===== config.mk =====
export PLATFORM = sky130hd
export DESIGN_NAME = br_gen_frac
export DESIGN_NICKNAME = d
export VERILOG_FILES = /design/src/rtl/br_gen_frac.sv
export SDC_FILE = /design/constraint.sdc
export NUM_CORES = 1
export LEC_CHECK = 0
export ABC_AREA = 1
export CAP_MARGIN = 20
export CELL_PAD_IN_SITES_DETAIL_PLACEMENT = 1
export CELL_PAD_IN_SITES_GLOBAL_PLACEMENT = 1
export CORE_MARGIN = 2
export CORE_UTILIZATION = 40
export DETAILED_ROUTE_END_ITERATION = 8
export PLACE_DENSITY = 0.77
export RECOVER_POWER = 100
export SYNTH_ARGS = -nofsm -noshare
export SYNTH_HDL_FRONTEND = slang
export SYNTH_SLANG_ARGS = --single-unit

===== constraint.sdc =====
create_clock -name CLK -period 3.3 [get_ports CLK]
set_input_delay 0.495 -clock CLK [delete_from_list [all_inputs] [get_ports CLK]]
set_output_delay 0.495 -clock CLK [all_outputs]
set_load 0.1 [all_outputs]

===== src/rtl/br_gen_frac.sv =====
// br_gen_frac: fractional baud-rate generator with a loadable divisor.
// Define BR_GEN_FRAC_EN to build in the fractional accumulator.
module br_gen_frac #(
  parameter int CLK_RATE   = 50000000,
  parameter int BAUD_RATE  = 9600,
  parameter int OVERSAMPLE = 16,
  parameter int INT_W      = 16,
  parameter int FRAC_W     = 4,
  parameter int DIV_RST    = int'((longint'(CLK_RATE) << FRAC_W)
                             / (longint'(BAUD_RATE) * OVERSAMPLE))
) (
  input  logic                    CLK,
  input  logic                    RST_N,
  input  logic                    EN,
  input  logic                    SYNC,
  input  logic [INT_W+FRAC_W-1:0] DIV_IN,
  input  logic                    DIV_LOAD,
  output logic                    DIV_BUSY,
  output logic                    TICK,
  output logic                    BIT_TICK
);

  localparam int DW   = INT_W + FRAC_W;
  localparam int OS_W = $clog2(OVERSAMPLE);
  localparam logic [OS_W-1:0] OS_LAST = OS_W'(OVERSAMPLE - 1);
  localparam logic [INT_W-1:0] RST_INT = INT_W'(DIV_RST >> FRAC_W);

  function automatic logic [INT_W-1:0] clamp(input logic [INT_W-1:0] v);
    return (v < INT_W'(2)) ? INT_W'(2) : v;
  endfunction

  logic [INT_W-1:0] cnt_q, cnt_d;
  logic [INT_W-1:0] div_q, div_d;
  logic [DW-1:0]    shd_q, shd_d;
  logic [OS_W-1:0]  os_q, os_d;
  logic             busy_q, busy_d;
  logic             tick_q, tick_d;
  logic             bit_q, bit_d;

  logic             ext;
  logic [INT_W:0]   lim;
  logic             at_end;
  logic             load_ok;
  logic [DW-1:0]    pend;
  logic             apply;
  logic             clr;
  logic             adv;

  assign load_ok = DIV_LOAD & ~busy_q;
  // A load on a SYNC edge bypasses the shadow register.
  assign pend    = load_ok ? DIV_IN : shd_q;
  assign lim     = {1'b0, div_q} + (INT_W+1)'(ext) - (INT_W+1)'(1);
  // >= rather than == so a shrinking divisor can never let cnt run away.
  assign at_end  = ({1'b0, cnt_q} >= lim);

  // Next-state for period counter, tick counters and the load handshake.
  always_comb begin
    cnt_d  = cnt_q;
    div_d  = div_q;
    shd_d  = shd_q;
    os_d   = os_q;
    busy_d = busy_q;
    tick_d = 1'b0;
    bit_d  = 1'b0;
    apply  = 1'b0;
    adv    = 1'b0;
    if (load_ok) begin
      shd_d  = DIV_IN;
      busy_d = 1'b1;
    end
    if (SYNC) begin
      cnt_d = '0;
      os_d  = '0;
      apply = busy_q | load_ok;
    end else if (!EN) begin
      apply = busy_q;
    end else if (at_end) begin
      cnt_d  = '0;
      tick_d = 1'b1;
      adv    = 1'b1;
      bit_d  = (os_q == OS_LAST);
      os_d   = (os_q == OS_LAST) ? '0 : os_q + OS_W'(1);
      apply  = busy_q;
    end else begin
      cnt_d = cnt_q + INT_W'(1);
    end
    if (apply) begin
      div_d  = clamp(pend[DW-1:FRAC_W]);
      busy_d = 1'b0;
    end
  end

  assign clr = SYNC | apply;

  // Main state registers; outputs are taken straight from flops.
  always_ff @(posedge CLK or negedge RST_N) begin
    if (!RST_N) begin
      cnt_q  <= '0;
      div_q  <= RST_INT;
      shd_q  <= '0;
      os_q   <= '0;
      busy_q <= 1'b0;
      tick_q <= 1'b0;
      bit_q  <= 1'b0;
    end else begin
      cnt_q  <= cnt_d;
      div_q  <= div_d;
      shd_q  <= shd_d;
      os_q   <= os_d;
      busy_q <= busy_d;
      tick_q <= tick_d;
      bit_q  <= bit_d;
    end
  end

`ifdef BR_GEN_FRAC_EN
  localparam logic [FRAC_W-1:0] RST_FRAC = FRAC_W'(DIV_RST);

  logic [FRAC_W-1:0] dfr_q, dfr_d;
  logic [FRAC_W-1:0] acc_q, acc_d;
  logic              ext_q, ext_d;
  logic [FRAC_W:0]   acc_sum;

  assign ext     = ext_q;
  assign acc_sum = {1'b0, acc_q} + {1'b0, dfr_q};

  // Fraction accumulates per tick; the carry stretches the next period.
  always_comb begin
    dfr_d = dfr_q;
    acc_d = acc_q;
    ext_d = ext_q;
    if (clr) begin
      acc_d = '0;
      ext_d = 1'b0;
    end else if (adv) begin
      {ext_d, acc_d} = acc_sum;
    end
    if (apply) begin
      dfr_d = pend[FRAC_W-1:0];
    end
  end

  // Fractional divisor and accumulator registers.
  always_ff @(posedge CLK or negedge RST_N) begin
    if (!RST_N) begin
      dfr_q <= RST_FRAC;
      acc_q <= '0;
      ext_q <= 1'b0;
    end else begin
      dfr_q <= dfr_d;
      acc_q <= acc_d;
      ext_q <= ext_d;
    end
  end
`else
  logic frac_unused;
  logic clr_unused;
  logic adv_unused;

  assign ext         = 1'b0;
  assign frac_unused = ^pend[FRAC_W-1:0];
  assign clr_unused  = clr;
  assign adv_unused  = adv;
`endif

  assign DIV_BUSY = busy_q;
  assign TICK     = tick_q;
  assign BIT_TICK = bit_q;

endmodule


After elaboration in Yosys (flattened, before gate mapping)
Cells that the tools add are included.
Word-level totals
  register bits after elaboration: 59
  input bits: 25
  logic and storage cells: 41
Cells by class
  eq/ne operators: 1
  reduce and logical (&&, ||, !) cells: 4
  bitwise gates (word level): 3
  mux-type cells: 20
  $lt $le $gt $ge: 2
  add/sub/neg operators: 3
Operator list (number)
  $mux W16: 4
  $mux W20: 1
  $ge A16 B17 Y1: 1
  $sub A16 B1 Y17 const B: 1
  $add A16 B1 Y16 const B: 1
  $lt A16 B2 Y1 const B: 1
  $mux W4: 4
  $mux W1: 11
  $reduce_bool A2 Y1: 3
  $add A4 B1 Y4 const B: 1
  $eq A4 B4 Y1 const B: 1
  $reduce_and A2 Y1: 1
  $and A1 B1 Y1: 1
  $not A1 Y1: 1
  $or A1 B1 Y1: 1

Longest topological paths before layout
Gate-level depths: netlist of run 1.
  depth after elaboration: 6
  mapped depth: 23
  mapped depth without buffers: 22

Least setup slack after synthesis of run 1
No wires, ideal clock.
  path kind: register -> register
  start point: register div_q[1]
  end point: register div_q[7]
  slack: 507 ps
  required time: 3183 ps
  cell stages (with the launch flop): 24
  data arrival time: 2676 ps
  path through: dfrtp_1 > nor2_1 > nand2_1 > nor3_1 > nand3_1 > nor3_1 > xor2_1 > inv_1 > ha_1 > nand2_1 > inv_1 > nand2_1 > nor2_1 > nand2_1 > nand3_1 > nor2_1 > nand2_1 > nand2_4 > nand2_4 > nand2_8 > nand2_4 > buf_6 > nand2_1 > nand2_1
Between the ends
  longest elaborated chain between the ends: 5
RTL lines
  from (decl): RTL line 33  | logic [INT_W-1:0] div_q, div_d;
  from (signal assigned): RTL line 107  | div_q <= div_d;
  $sub A16 B1 Y17: RTL line 52  | assign lim = {1'b0, div_q} + (INT_W+1)'(ext) - (INT_W+1)'(1);
  $ge A16 B17 Y1: RTL line 54  | assign at_end = ({1'b0, cnt_q} >= lim);
  $mux W1: RTL line 77  | end else if (at_end) begin
  $mux W1: RTL line 75  | end else if (!EN) begin
  $mux W1: RTL line 71  | if (SYNC) begin
Every way passes these cells.
A chain may end at the register's enable or synchronous reset.

Worst setup path in the final report of run 1
  start point: register div_q[3]
  end point: register div_q[9]
Same word-level chain as after synthesis.

==> results of run 1 <==
[cell usage after synthesis (all sizes together)]
| master | n | area [um^2] |
|---|---|---|
| buf | 6 | 51.3 |
| or2 | 3 | 18.8 |
| clkbuf | 1 | 3.75 |
| nand2 | 132 | 544 |
| o22ai | 8 | 50.1 |
| a31oi | 1 | 6.26 |
| nand4 | 4 | 25.0 |
| o21a | 1 | 7.51 |
| xnor2 | 7 | 61.3 |
| ha | 19 | 238 |
| a31o | 1 | 8.76 |
| nor3 | 11 | 60.1 |
| dfstp | 4 | 105 |
| nand3b | 2 | 27.5 |
| dfrtp | 51 | 1280 |
| a21oi | 7 | 35.0 |
| xor2 | 17 | 149 |
| nand3 | 41 | 210 |
| o21ai | 22 | 114 |
| inv | 63 | 236 |
| nor4 | 2 | 12.5 |
| nor2 | 27 | 119 |
| clkinv | 1 | 3.75 |
| o31ai | 1 | 7.51 |
[flip-flops by register name, indices dropped and copies added (netlist names)]
signal	cells
shd_q	16
BIT_TICK	1
os_q	4
TICK	1
div_q	16
cnt_q	16
DIV_BUSY	1
[cells by family (layout without fill, tap and decap cells)]
group / after synthesis / after routing
fa+ha+maj: 19 / 19
simple gates: 222 / 222
xor+xnor: 24 / 24
flops: 55 / 55
compound gates: 41 / 41
buf+inv: 71 / 105
[power groups by stage]
stage | sequential (W) | clock [W] | combinational [W]
2_1_floorplan | 0.000813 | 0 | 0.000317
3_3_place_gp | 0.000817 | 0 | 0.000420
3_5_place_dp | 0.000821 | 0 | 0.000441
4_1_cts | 0.000808 | 0.000460 | 0.000448
5_1_grt | 0.000818 | 0.000486 | 0.000533
6_report | 0.000809 | 0.000448 | 0.000459
[cell type report]
cell class / instances / area [um^2] / share of cell area, %
inverter: 64 / 240 / 6.21
timing repair buffer: 34 / 293 / 7.57
clock buffer: 6 / 72.6 / 1.88
clock inverter: 1 / 30.0 / 0.776
tap: 105 / 131 / 3.40
sequential: 55 / 1380 / 35.7
multi-input combinational: 306 / 1720 / 44.5
[through the flow]
| step | hold WS [ns] | worst slack [ns] | instance area, um^2 |
|---|---|---|---|
| 6_report | 0.392 | 0.276 | 3870 |
| 3_5_place_dp | 0.480 | 0.111 | 3720 |
| 5_1_grt | 0.466 | -0.0214 | 3870 |
| 4_1_cts | 0.138 | 0.0590 | 3820 |
| 3_3_place_gp | 0.467 | 0.247 | 3720 |
| 2_1_floorplan | 0.199 | 0.507 | 3370 |
[timing repair]
action	4_1_cts	5_1_grt
endpoints found under the setup margin	0	32
setup buffers	0	4
resized for setup	0	6
[worst max path at each step]
stage               slack, ns  depth (start not counted)   endpoint     start
floorplan                0.51                         23   div_q[7]  div_q[1]
global placement         0.25                         22  div_q[10]  div_q[1]
detailed placement       0.11                         22   div_q[1]  div_q[1]
CTS                      0.06                         22   div_q[1]  div_q[1]
global route            -0.02                         22  div_q[11]  div_q[3]
finish                   0.28                         22   div_q[9]  div_q[3]
[metal layers]
metal	up-vias	share of wire [%]
li1	1443	-
met4	0	0.69
met2	27	51
met5	-	0
met3	5	1.7
met1	1383	47
[worst register-to-register path: cells and delay by family, from the launching register on]
| family | cells | cell delay [ns] |
|---|---|---|
| AND/OR/NAND/NOR | 17 | 1.75 |
| flip-flops | 1 | 0.45 |
| buffers and inverters | 3 | 0.31 |
| adder cells (fa/ha/maj) | 1 | 0.31 |
| XOR/XNOR | 1 | 0.15 |
==> impl_metrics.yaml, run 1 <==
grt:
  grt_use_total_pct: 18.6
  top_usage_layer: "met2"
  grt_max_degree: 28
  grt_pass1_wl_um: 13500
  global_route.usage.met2_pct: 34.7
  grt_pass1_vias: 2929
  gr-usage-met3_pct: 2.82
  grt_remaining_overflow: 0
  grt_util_met1_pct: 22.6
  antenna_found_initial: 0
routing:
  vias: 2858
  drt-total-wl_um: 7860
  first_pass_iters: 4
  routedWlPerCell_um: 13.8
  ant_nets: 0
  viasPerCell: 5.01
  drc: 0
  drt_iter0_drc: 48
sta:
  setup_viol: 0
  skew_ns: 0.00664
  tns_ns: 0
  fin_crit_sh_pct: 91.6
  slew_headroom_pct: 21.8
  worst_pin_slew_ns: 1.17
  period_minus_slack_ns: 3.02
  max_freq_ghz: 0.331
  maxSlewViolCount: 0
  hold_viol: 0
die:
  die_w_um: 95.8
  die_area_mm2: 0.00918
  dieHeight_um: 95.8
  io_pins: 28
  start_util_pct: 41.2
  core_area_mm2: 0.00818
  row_count: 33
worst_setup_path:
  arrival_ns: 3.23
  path_class: "reg -> reg"
  worstPathCellList: "nor2_1 -> nand2_1 -> nor3_4 -> nand3_2 -> nor3_2 -> xor2_1 -> inv_1 -> ha_1 -> nand2_1 -> inv_1 -> nand2_1 -> nor2_1 -> nand2_1 -> nand3_1 -> nor2_1 -> nand2_1 -> nand2_4 -> nand2_4 -> nand2_8 -> buf_4 -> nand3_1 -> nand2_1"
  cp_num_buf_inv: 3
  cpMostUsedCell: "nand2_1"
  start_kind: "flip-flop"
  ff2ff_setup_slack_ns: 0.28
  required_ns: 3.51
  crit_path_end_kind: "flip-flop"
  r2r_cells: 22
  path_delay_family: "simple AND/OR/NAND/NOR gates"
  r2r_end: "div_q[9]"
  slowest_delay_ns: 0.45
  worstPathMaxFanout: 10
  r2r-start: "div_q[3]"
  worst_path_max_delay_cell: "dfrtp_1"
clocking:
  hold_buffers: 0
  clock-sinks: 55
  insertion_delay_ns: 0.31
  htreeDepth: 2
  tritoncts: "done"
  clk_pin_slew_worst_paths_ns: 0.10
  cts_buffer_depth: 2
  cts_made_buffers: 5
  clockRootBuffer: "clkbuf_8"
power_and_ir_drop:
  swShare_pct: 32.7
  p_switching_w: 0.000561
  ir_drop_v: 0.000201
  p_int_w: 0.00115
  p_total_w: 0.00172
  p_leak_nw: 1.97
  clock_power_share_pct: 26.1
  pwr-share-seq_pct: 47.1
  p_comb_share_pct: 26.7
  power_density_mw_per_mm2: 443
finish:
  final_cell_mix: "nand2_1, inv_1, dfrtp_1"
  antenna_cells: 0
  final_util_pct: 47.3
  areaGrowthSynthToFinish_pct: 14.7
  stdcell_count: 571
  finalNetCount: 510
  final_common_cell: "nand2_1"
  n_fill_cell: 1024
  final_layout_size_suffix_gt1_share_pct: 8.37
yosys:
  yosys_register_bits: 55
  yosysWarningCount: 0
  ys_seq_area_share_pct: 41.0
  syn_area_mm2: 0.00337
  syn_inst: 432
  synthAdderAreaFrac_pct: 7.05
  synth_fp_nets: 476
  synth_xor_area_share_pct: 6.24
  syn_area_per_cell_um2: 7.80
  yosys.area_share.simple_pct: 30.2
  yosys.cell_types.count: 39
  synth_compound_area_share_pct: 6.79
  synth_top_family_by_area: "simple AND/OR/NAND/NOR gates"
  synth.mux.area_fraction_pct: 0
place:
  placed_cells: 560
  io_buffers: 23
  place_hpwl_um: 6010
  gp_congestion: 0.764
run:
  drv_cap: 0
outcome:
  status: "finished, final reports clean"
hold_path:
  min_path_type: "in -> async"
Note: power is estimated with default switching activity, not from simulation.
==> run 2, diff against run 1 <==
--- a/config.mk
+++ b/config.mk
@@ -5,14 +5,13 @@
 export SDC_FILE = /design/constraint.sdc
 export NUM_CORES = 1
 export LEC_CHECK = 0
-export ABC_AREA = 1
 export CAP_MARGIN = 20
 export CELL_PAD_IN_SITES_DETAIL_PLACEMENT = 1
 export CELL_PAD_IN_SITES_GLOBAL_PLACEMENT = 1
 export CORE_MARGIN = 2
 export CORE_UTILIZATION = 40
 export DETAILED_ROUTE_END_ITERATION = 8
-export PLACE_DENSITY = 0.77
+export PLACE_DENSITY = 0.73
 export RECOVER_POWER = 100
 export SYNTH_ARGS = -nofsm -noshare
 export SYNTH_HDL_FRONTEND = slang
==> run 2 against run 1 <==
  * The flow now finishes with violations (capacitance limit, slew limit, setup timing)
  * Synthesized cell count fell by 31%
  * First-iteration DRC count grew 40%
  * Maximum frequency down 21%
  * Critical endpoint is now div_q[7]
==> impl_metrics.yaml, run 2 <==
outcome:
  status: "finished with violations"
  violations: "capacitance limit, slew limit, setup timing"
worst_setup_path:
  path_class: "reg -> reg"
  arrival_ns: 4.05
  worstPathCellList: "or4_4 -> or3_4 -> nand2b_4 -> nor3_4 -> or3b_4 -> xor2_1 -> ha_1 -> nand4_1 -> nor4_2 -> a221oi_2 -> o221ai_4 -> buf_12 -> mux2_2"
  r2r-start: "div_q[1]"
  r2r_end: "div_q[7]"
  required_ns: 3.51
  crit_path_end_kind: "flip-flop"
  worstPathMaxFanout: 18
  cp_num_buf_inv: 1
  r2r_cells: 13
  worst_path_max_delay_cell: "or4_4"
  path_delay_family: "simple AND/OR/NAND/NOR gates"
  cp-endpoint: "div_q[7]"
  start_kind: "flip-flop"
  slowest_delay_ns: 0.56
  cp.depth: 13
  setup.worst_path.start: "div_q[1]"
  ff2ff_setup_slack_ns: -0.54
routing:
  routedWlPerCell_um: 18.1
  vias: 2523
  drt_iter0_drc: 67
  first_pass_iters: 4
  viasPerCell: 5.59
  drt-total-wl_um: 8170
  drc: 0
  ant_nets: 0
sta:
  hold_viol: 0
  fin_ws_ns: -0.539
  tns_ns: -18.74
  setup_viol: 39
  holdWs_ns: 0.541
  period_minus_slack_ns: 3.84
  max_freq_ghz: 0.260
  skew_ns: 0.00909
  slew_headroom_pct: -46.5
  fin_crit_sh_pct: 116
  worst_pin_slew_ns: 2.20
  rsz0062_at_grt: "true"
  maxSlewViolCount: 41
yosys:
  synth_most_common_cell: "dfrtp_1"
  synth_edf_count: 0
  ys_top_cells_by_count: "dfrtp_1, mux2_2, nor2_1, ha_1, nor3_1"
  yosys.cell_types.count: 48
  ys_seq_area_share_pct: 43.6
  synthArstFlopShare_pct: 100
  syn_area_mm2: 0.00317
  synth_top_cell_by_area: "dfrtp_1"
  yosysWarningCount: 0
  yosys_register_bits: 55
  synthTopCellsByArea: "dfrtp_1, mux2_2, ha_1"
  syn_inst: 298
  syn_area_per_cell_um2: 10.6
  synth_flop_cell: "dfrtp_1"
  netlist.area_leader.share_pct: 40.3
  synth_fp_nets: 342
finish:
  top_regs: "cnt_q (16), div_q (16), shd_q (16)"
  finalNetCount: 392
  seqCellArea_mm2: 0.00138
  antenna_cells: 0
  stdcell_count: 451
  multi_input_area_mm2: 0.00190
  areaGrowthSynthToFinish_pct: 27.5
  final_cell_mix: "dfrtp_1, buf_4, mux2_1, nor2_1"
  final_layout_size_suffix_gt1_share_pct: 26.4
  final_common_cell: "dfrtp_1"
  final_util_pct: 52.5
  fin_area_mm2: 0.00404
  n_fill_cell: 861
grt:
  grt_pass1_wl_um: 13700
  grt_use_total_pct: 20.2
  grt_max_degree: 41
  antenna_found_initial: 0
  grt_remaining_overflow: 0
  grt_pass1_vias: 2766
power_and_ir_drop:
  power_density_mw_per_mm2: 456
  p_leak_nw: 1.64
  ir_drop_v: 0.000245
place:
  gp_congestion: 0.789
  place_area_mm2: 0.00377
  io_buffers: 23
  place_hpwl_um: 5920
  placed_cells: 439
clocking:
  hold_buffers: 0
  clockRootBuffer: "clkbuf_8"
  insertion_delay_ns: 0.32
  clock-sinks: 55
  clk_pin_slew_worst_paths_ns: 0.11
  tritoncts: "done"
  cts_made_buffers: 5
  htreeDepth: 2
  cts_buffer_depth: 2
die:
  dieHeight_um: 93.0
  die_w_um: 93.0
  io_pins: 28
  start_util_pct: 41.2
  die_area_mm2: 0.00864
  core_area_mm2: 0.00769
  row_count: 32
hold_path:
  min_path_type: "reg -> reg"
run:
  drv_cap: 1
==> run 2: worst register-to-register path, cell delays in order, from the launching register on <==
cell and delay (ns):
dfrtp_1 0.42, or4_4 0.57, or3_4 0.36, nand2b_4 0.17, nor3_4 0.12, or3b_4 0.39
xor2_1 0.15, ha_1 0.30, nand4_1 0.13, nor4_2 0.23, a221oi_2 0.15, o221ai_4 0.22
buf_12 0.19, mux2_2 0.35
==> run 2: logic make-up after synthesis <==
logic type / after synthesis / synth area share, %
simple gates: 105 / 18.6
flops: 55 / 43.6
compound gates: 46 / 10.3
mux: 33 / 11.6
xor+xnor: 22 / 6.08
fa+ha+maj: 19 / 7.51
buf+inv: 18 / 2.25
==> run 2: worst min path at each step <==
stage	startpoint	to	slack [ns]	cells after the start
6_report	shd_q[6]	shd_q[6]	0.54	1
5_1_grt	shd_q[12]	shd_q[12]	0.58	1
4_1_cts	RST_N	cnt_q[12]	0.33	1
3_5_place_dp	shd_q[4]	shd_q[4]	0.52	1
3_3_place_gp	shd_q[4]	shd_q[4]	0.50	1
2_1_floorplan	RST_N	BIT_TICK	0.20	0
==> run 2: routing by layer <==
metal | track usage (%) | routed length, um | vias up
met2 | 36.8 | 4330 | 29
li1 | - | - | 1207
met3 | 2.42 | 130 | 7
met5 | 0 | 0 | -
met1 | 25.2 | 3630 | 1280
met4 | 5.15 | 76 | 0
==> run 2: through the flow <==
| step | setup WS (ns) | power (W) |
|---|---|---|
| after floorplan | -0.368 | 0.00113 |
| after global placement | -0.394 | 0.00131 |
| after detailed placement | -0.503 | 0.00133 |
| after CTS | -0.479 | 0.00184 |
| after global routing | -0.644 | 0.00195 |
| final | -0.539 | 0.00184 |
==> run 2: timing repair <==
item / CTS / global route
gates cloned: 1 / 0
resized for setup: 16 / 16
pin swaps: 6 / 9
endpoints found under the setup margin: 39 / 39
setup buffers: 2 / 1
==> run 2: where the power goes <==
group          switching (W)  internal, W  total [W]
Sequential         0.0000751     0.000769   0.000845
Combinational       0.000257     0.000252   0.000508
Clock               0.000253     0.000235   0.000488
==> run 2: layout make-up <==
cell class	count	area share, %
Clock buffer	5	1.70
Multi-Input combinational cell	225	47.1
Timing Repair Buffer	54	11.9
Tap cell	102	3.16
Sequential cell	55	34.2
Inverter	7	0.651
Clock inverter	3	1.24
==> run 3, diff against run 2 <==
--- a/config.mk
+++ b/config.mk
@@ -5,6 +5,7 @@
 export SDC_FILE = /design/constraint.sdc
 export NUM_CORES = 1
 export LEC_CHECK = 0
+export ABC_CLOCK_PERIOD_IN_PS = 3300
 export CAP_MARGIN = 20
 export CELL_PAD_IN_SITES_DETAIL_PLACEMENT = 1
 export CELL_PAD_IN_SITES_GLOBAL_PLACEMENT = 1
@@ -13,6 +14,7 @@
 export DETAILED_ROUTE_END_ITERATION = 8
 export PLACE_DENSITY = 0.73
 export RECOVER_POWER = 100
+export SLEW_MARGIN = 15
 export SYNTH_ARGS = -nofsm -noshare
 export SYNTH_HDL_FRONTEND = slang
 export SYNTH_SLANG_ARGS = --single-unit
==> results of run 3 <==
No change in the layout: final DEF, timing and power equal those of run 2.
